`config.mk`:
```
export PLATFORM = sky130hd
export DESIGN_NAME = ex_mem_reg
export DESIGN_NICKNAME = d
export VERILOG_FILES = /design/src/rtl/ex_mem_reg.sv
export SDC_FILE = /design/constraint.sdc
export NUM_CORES = 1
export LEC_CHECK = 0
export BUFFER_PORTS_ARGS = -buffer_cell sky130_fd_sc_hd__buf_2
export CAP_MARGIN = 20
export CORE_AREA = 2 2 189 191
export CTS_CLUSTER_DIAMETER = 50
export DETAILED_ROUTE_END_ITERATION = 8
export DIE_AREA = 0 0 191 193
export SYNTH_ARGS = -nofsm -noshare
export SYNTH_HDL_FRONTEND = slang
export SYNTH_SLANG_ARGS = --single-unit
```
`constraint.sdc`:
```
create_clock -name clk -period 1.06 [get_ports clk]
set_clock_uncertainty 0.05 [all_clocks]
set_input_delay 0.212 -clock clk [delete_from_list [all_inputs] [get_ports clk]]
set_output_delay 0.212 -clock clk [all_outputs]
set_load 0.05 [all_outputs]
```
`src/rtl/ex_mem_reg.sv`:
```
// EX->MEM pipeline register with stall, flush and bubble handling.
// Also carries the MADD/MSUB accumulator state back to EX across stalls.
module ex_mem_reg #(
  parameter int DATA_W     = 32,
  parameter int REG_ADDR_W = 5,
  parameter int ALUOP_W    = 8,
  parameter int CNT_W      = 2
) (
  input  logic                  clk,
  input  logic                  rst,
  input  logic                  stall_ex,
  input  logic                  stall_mem,
  input  logic                  flush,
  input  logic [REG_ADDR_W-1:0] ex_wd,
  input  logic                  ex_wreg,
  input  logic [DATA_W-1:0]     ex_wdata,
  input  logic [DATA_W-1:0]     ex_hi,
  input  logic [DATA_W-1:0]     ex_lo,
  input  logic                  ex_whilo,
  input  logic [ALUOP_W-1:0]    ex_aluop,
  input  logic [DATA_W-1:0]     ex_mem_addr,
  input  logic [DATA_W-1:0]     ex_reg2,
  input  logic [2*DATA_W-1:0]   hilo_temp_i,
  input  logic [CNT_W-1:0]      cnt_i,
  output logic [REG_ADDR_W-1:0] mem_wd,
  output logic                  mem_wreg,
  output logic [DATA_W-1:0]     mem_wdata,
  output logic [DATA_W-1:0]     mem_hi,
  output logic [DATA_W-1:0]     mem_lo,
  output logic                  mem_whilo,
  output logic [ALUOP_W-1:0]    mem_aluop,
  output logic [DATA_W-1:0]     mem_mem_addr,
  output logic [DATA_W-1:0]     mem_reg2,
  output logic                  mem_valid,
  output logic [2*DATA_W-1:0]   hilo_temp_o,
  output logic [CNT_W-1:0]      cnt_o
);

  logic advance;
  logic bubble;

  // An EX stall with MEM free drains a bubble; with MEM stalled too, hold.
  assign advance = !stall_ex;
  assign bubble  = stall_ex && !stall_mem;

  always_ff @(posedge clk or negedge rst) begin
    if (!rst) begin
      mem_wd       <= '0;
      mem_wreg     <= 1'b0;
      mem_wdata    <= '0;
      mem_hi       <= '0;
      mem_lo       <= '0;
      mem_whilo    <= 1'b0;
      mem_aluop    <= '0;
      mem_mem_addr <= '0;
      mem_reg2     <= '0;
      mem_valid    <= 1'b0;
      hilo_temp_o  <= '0;
      cnt_o        <= '0;
    end else if (flush) begin
      mem_wd       <= '0;
      mem_wreg     <= 1'b0;
      mem_wdata    <= '0;
      mem_hi       <= '0;
      mem_lo       <= '0;
      mem_whilo    <= 1'b0;
      mem_aluop    <= '0;
      mem_mem_addr <= '0;
      mem_reg2     <= '0;
      mem_valid    <= 1'b0;
      hilo_temp_o  <= '0;
      cnt_o        <= '0;
    end else if (advance) begin
      mem_wd       <= ex_wd;
      mem_wreg     <= ex_wreg;
      mem_wdata    <= ex_wdata;
      mem_hi       <= ex_hi;
      mem_lo       <= ex_lo;
      mem_whilo    <= ex_whilo;
      mem_aluop    <= ex_aluop;
      mem_mem_addr <= ex_mem_addr;
      mem_reg2     <= ex_reg2;
      mem_valid    <= 1'b1;
      hilo_temp_o  <= '0;
      cnt_o        <= '0;
    end else if (bubble) begin
      mem_wd       <= '0;
      mem_wreg     <= 1'b0;
      mem_wdata    <= '0;
      mem_hi       <= '0;
      mem_lo       <= '0;
      mem_whilo    <= 1'b0;
      mem_aluop    <= '0;
      mem_mem_addr <= '0;
      mem_reg2     <= '0;
      mem_valid    <= 1'b0;
      hilo_temp_o  <= hilo_temp_i;
      cnt_o        <= cnt_i;
    end
  end

endmodule

```
==> results of run 1 <==
[layer usage]
layer / global-route usage, % / vias to the layer above / routed length [um]
li1: - / 4200 / -
met1: 20.8 / 4771 / 13600
met2: 34.0 / 438 / 19900
met3: 4.29 / 125 / 2810
met4: 9.42 / 0 / 1710
met5: 0 / - / 0
[per-stage QoR]
stage / total power, mW / cells / worst slack, ps / instance area (um2) / setup TNS [ps]
2_1_floorplan: 12.3 / 626 / -27.2 / 9100 / -4010
3_3_place_gp: 13.8 / 1571 / -170 / 12600 / -32850
3_5_place_dp: 13.9 / 1571 / -217 / 12600 / -35720
4_1_cts: 24.8 / 1901 / -374 / 17700 / -78760
5_1_grt: 25.8 / 1983 / -403 / 18300 / -82050
6_report: 24.9 / 1983 / -369 / 18300 / -72490
[state kept, by name, summed over array words and instances, names as in the netlist, 5 cells and up]
signal	flops
hilo_temp_o	64
mem_hi	32
mem_lo	32
mem_mem_addr	32
mem_reg2	32
mem_wdata	32
mem_aluop	8
mem_wd	5
[worst register-to-register path, cell delays in order, from the launching register on]
cell,delay [ps]
dfrtp_1,440
buf_4,160
buf_4,120
a32o_1,250
[worst paths after layout]
kind                            slack [ps]  cells past startpoint                     endpoint                startpoint
worst max-delay path                  -370                      1                    mem_hi[1]     mem_hi[1]$_DFFE_PN0P_
worst min-delay path                   110                      2        mem_hi[9]$_DFFE_PN0P_                       rst
worst max register to register         -70                      3        mem_hi[1]$_DFFE_PN0P_     mem_hi[1]$_DFFE_PN0P_
worst min register to register         500                      1     mem_reg2[28]$_DFFE_PN0P_  mem_reg2[28]$_DFFE_PN0P_
max in group asynchronous              300                      3  hilo_temp_o[41]$_DFFE_PN0P_                       rst
min in group clk                       190                      5  hilo_temp_o[11]$_DFFE_PN0P_                  stall_ex
[where the power goes]
group | total [mW] | switching (mW) | internal (mW) | leakage, nW
Sequential | 9.97 | 0.330 | 9.64 | 3.26
Clock | 9.45 | 3.79 | 5.66 | 0.440
Combinational | 5.48 | 2.95 | 2.53 | 5.41
[cells in the final DEF (no fill, tap or decap)]
master,count
a21oi_1,1
a32o_1,175
buf_12,20
buf_2,243
buf_4,171
buf_6,242
buf_8,1
bufinv_16,1
clkbuf_1,3
clkbuf_16,29
clkbuf_8,8
clkinv_2,2
clkinvlp_4,2
dfrtp_1,242
diode_2,1
dlygate4sd3_1,244
inv_8,1
mux2i_1,66
nand2_1,1
nand2b_2,1
nor2_1,66
nor2_4,1
nor2b_4,1
[cell families after synthesis]
group,count (synthesis)
muxes,66
DFF,242
and+or+nand+nor,70
AOI/OAI and AO/OA,176
buffers and inverters,72
[cell type report]
| type | instances | area share [%] |
|---|---|---|
| timing repair buffer | 922 | 44.2 |
| antenna | 1 | 0.0136 |
| sequential | 242 | 33.0 |
| multi-input combinational | 312 | 14.7 |
| tap | 461 | 3.15 |
| clock inverter | 6 | 0.362 |
| clock buffer | 39 | 4.55 |
[timing repair]
action,in CTS,in global routing
pin swaps,0,0
hold buffers,244,0
hold endpoints to repair,484,0
setup endpoints to repair,242,242
setup buffers,41,81
gates resized for setup,484,0
==> qor.txt, run 1 <==
Syn Nets -> 872
GRT Total Usage -> 18.8%
PD cells -> 1360 mW/mm2
CP arrival -> 1170 ps
Post-synth top area share -> 66.7%
Seq/Total Area, Yosys -> 66.7%
Total CTS buffers -> 28
Multi-input logic area -> 0.00270 mm2
CP Capture Type -> output pin
Mapped Avg Cell Area -> 14.5 um2
Util after Layout -> 52.4%
Post-Syn Area -> 0.00908 mm2
Vias in the first global route -> 10161
Largest net degree at the start of global routing -> 54
P&R area growth vs syn -> 102%
Simple-gate share of the synthesized area -> 2.97%
CTS tree -> done
Die Width -> 191 um
Full die area -> 0.0369 mm2
Worst slew pin tran -> 347 ps
Mux share of post-synthesis cell area -> 7.27%
Area contributors post-synth -> dfrtp_1, a32o_1, mux2i_1
Detailed Place HPWL -> 21.5 mm
Final worst setup slack -> -369 ps
YS warnings -> 0
Peak Freq -> 700 MHz
Synth Area in Adders -> 0%
Startpoint types -> flip-flop
Worst Hold Class -> in -> async
Async SR Flop Fraction -> 100%
Post-layout min period -> 1430 ps
Reg clk slew, reported paths -> 60 ps
Initial Utilization -> 26.0%
Vias -> 9534
Peak VDD IR -> 1.39 mV
Max_cap viols -> 0
Xor/xnor cell area share of the yosys netlist -> 0%
Slowest stage delay, CP -> 440 ps
DR WL/cell -> 19.2 um
# nets final -> 1752
Critical path class -> reg -> out
Port Buf Inserts -> 487
Final hold violations -> 0
GPL Wtd Cong -> 0.796
Drt drc -> 0
Fin. max-slew vios -> 0
Ports -> 488
Buf/Inv on CP -> 1
Global-route wire length before repair -> 55.0 mm
Outcome -> finished with violations
DIE HEIGHT -> 193 um
Setup violations, final -> 248
Top FF cell, synth -> dfrtp_1
Longest Clk Path Bufs -> 3
Leading area contributor after synthesis -> dfrtp_1
Syn Inst Count -> 626
CP required -> 800 ps
Root buffer cell -> clkbuf_16
Routed WL -> 38.0 mm
Worst Path Max Fanout -> 2
Synth unique cells -> 12
Worst-Skew Late Latency -> 540 ps
Final worst-path cycle share -> 135%
Number of flops mapped to enable cells by yosys -> 0
DRT iter0 DRCs -> 471
First-pass DRT Iterations -> 5
Core Area -> 0.0350 mm2
Failing checks -> setup timing
Initial antenna violation count -> 1
Clock Sinks -> 242
CP delay by family, top -> flip-flops
Avg Vias per Cell -> 4.81
Main combinational cell family by area after synthesis -> compound AO/OA/AOI/OAI gates
Yosys reg bits -> 242
Compound-cell area share of the yosys netlist -> 19.3%
Detail Route Antenna Nets -> 0
Worst path slowest cell -> dfrtp_1
Layout fillers -> 2707
Register Area -> 0.00606 mm2
Pleak -> 9.10 nW
WHS -> 112 ps
Count leader, synth -> dfrtp_1
List of most frequent post-synthesis cells -> dfrtp_1, a32o_1, nor2_1
Share of layout cells above drive strength 1 -> 47.5%
CP cell instances -> buf_6
RSZ-0062 raised after global routing -> yes
Htree depth -> 1
Total congestion overflow -> 0
Max_slew headroom -> 76.8%
Row count -> 69
No activity file was read; power rests on OpenSTA's default activity.
==> inputs of run 2 (changes only) <==
--- a/config.mk
+++ b/config.mk
@@ -7,10 +7,11 @@
 export LEC_CHECK = 0
 export BUFFER_PORTS_ARGS = -buffer_cell sky130_fd_sc_hd__buf_2
 export CAP_MARGIN = 20
-export CORE_AREA = 2 2 189 191
+export CORE_AREA = 2 2 192 194
+export CTS_BUF_LIST = sky130_fd_sc_hd__clkbuf_8
 export CTS_CLUSTER_DIAMETER = 50
 export DETAILED_ROUTE_END_ITERATION = 8
-export DIE_AREA = 0 0 191 193
+export DIE_AREA = 0 0 194 196
 export SYNTH_ARGS = -nofsm -noshare
 export SYNTH_HDL_FRONTEND = slang
 export SYNTH_SLANG_ARGS = --single-unit
==> run 2 against run 1 <==
Net effect: the run still ends with setup timing left; sequential power barely moved; clock power fell by 5.4%; fmax fell by 3.0%; wire length rose by 2.9%; flip-flop and latch count did not move; core utilization fell by 1.9 points; first-iteration DRC count rose by 9.8%; highest routed layer unchanged.
==> qor.txt, run 2 (synthesis gave the netlist of run 1 again) <==
Most common cell after layout, fill and taps aside -> dlygate4sd3_1
Max_slew headroom -> 79.0%
Failing checks -> setup timing
Share of layout cells above drive strength 1 -> 47.6%
CP required -> 800 ps
Longest Clk Path Bufs -> 3
DIE HEIGHT -> 196 um
Htree depth -> 2
Die Width -> 194 um
Biggest register -> hilo_temp_o
Worst Hold Class -> in -> async
Setup violations, final -> 242
Commonest non-fill, non-tap cells in the layout -> dlygate4sd3_1, buf_2, dfrtp_1, buf_6, a32o_1
Final worst setup slack -> -413 ps
Initial Utilization -> 25.2%
DR WL/cell -> 19.5 um
Final hold violations -> 0
Pleak -> 9.12 nW
Row count -> 70
RSZ-0062 raised after global routing -> yes
Peak VDD IR -> 1.06 mV
Buf/Inv on CP -> 1
Vias -> 9668
GPL Wtd Cong -> 0.834
Startpoint types -> flip-flop
Outcome -> finished with violations
Detail Route Antenna Nets -> 0
Reg clk slew, reported paths -> 60 ps
Largest register FFs -> 64
Worst Path Max Fanout -> 2
First-pass DRT Iterations -> 5
Critical path class -> reg -> out
Root buffer cell -> clkbuf_8
CP arrival -> 1210 ps
Total CTS buffers -> 43
GRT Total Usage -> 18.7%
Avg Vias per Cell -> 4.81
Worst-Skew Late Latency -> 570 ps
CP Capture Type -> output pin
Final worst-path cycle share -> 139%
Slowest stage delay, CP -> 450 ps
Port Buf Inserts -> 487
Worst path slowest cell -> dfrtp_1
Clock Sinks -> 242
Fin. max-slew vios -> 0
Total congestion overflow -> 0
CTS tree -> done
CP cell instances -> buf_6
Setup_tns -> -80360 ps
Post-route insts no fill -> 2010
Peak Freq -> 679 MHz
Layout fillers -> 2890
CP delay by family, top -> flip-flops
Detailed Place HPWL -> 21.8 mm
Ports -> 488
Vias in the first global route -> 10035
Global-route wire length before repair -> 56.7 mm
Core Area -> 0.0361 mm2
Largest net degree at the start of global routing -> 63
# nets final -> 1758
Worst slew pin tran -> 315 ps
Util after Layout -> 50.5%
PD cells -> 1340 mW/mm2
Initial antenna violation count -> 1
DRT iter0 DRCs -> 517
Post-layout min period -> 1470 ps
Routed WL -> 39.1 mm
Drt drc -> 0
P&R area growth vs syn -> 101%
Full die area -> 0.0380 mm2
Placed insts -> 1577
Max_cap viols -> 0
==> run 2: metrics by stage <==
step	setup slack, ps	hold slack [ps]	power (mW)	instance area, um2
floorplan	-27.2	-134	12.3	9100
global placement	-228	52.2	13.8	12500
detailed placement	-255	52.8	13.9	12500
CTS	-435	2.90	24.2	17600
global route	-443	35.6	25.3	18200
finish	-413	60.3	24.4	18200
==> run 2: path summary, 6_finish.rpt <==
check,start,end,slack [ps],depth (start not counted)
max in group asynchronous,rst,mem_wdata[25]$_DFFE_PN0P_,270,3
worst min register to register,hilo_temp_o[17]$_DFFE_PN0P_,hilo_temp_o[17]$_DFFE_PN0P_,500,2
worst min-delay path,rst,mem_hi[25]$_DFFE_PN0P_,60,2
worst max-delay path,mem_mem_addr[17]$_DFFE_PN0P_,mem_mem_addr[17],-410,1
worst max register to register,mem_reg2[18]$_DFFE_PN0P_,mem_reg2[18]$_DFFE_PN0P_,0,3
min in group clk,stall_mem,hilo_temp_o[7]$_DFFE_PN0P_,90,3
==> run 2: metal layers <==
| metal | track usage (%) | share of wire, % | vias up |
|---|---|---|---|
| li1 | - | - | 4227 |
| met1 | 21.4 | 37 | 4835 |
| met2 | 32.8 | 52 | 485 |
| met3 | 5.02 | 6.7 | 121 |
| met4 | 8.45 | 4.2 | 0 |
| met5 | 0 | 0 | - |
==> run 2: power breakdown <==
group | leakage, nW | internal (mW) | switching (mW)
sequential | 3.26 | 9.64 | 0.336
combinational | 5.36 | 2.50 | 2.96
clock | 0.500 | 5.04 | 3.90
total | 9.12 | 17.2 | 7.20
==> run 2: cell type report <==
type                    count  area [um2]  area share [%]
clock inverters            19         130           0.713
well taps                 468         586            3.21
multi-input cells         312        2700            14.8
diodes                      2        5.00          0.0274
repair buffers            913        8020            44.0
flip-flops and latches    242        6060            33.2
clock buffers              54         743            4.07
==> run 2: timing repair <==
item                                   4_1_cts  5_1_grt
pin swaps                                    0        1
gates resized for setup                    484        0
buffers inserted                            28       86
hold buffers                               244        0
setup endpoints to repair                  242      242
endpoints found under the hold margin      484        0
gates cloned                                 0        0
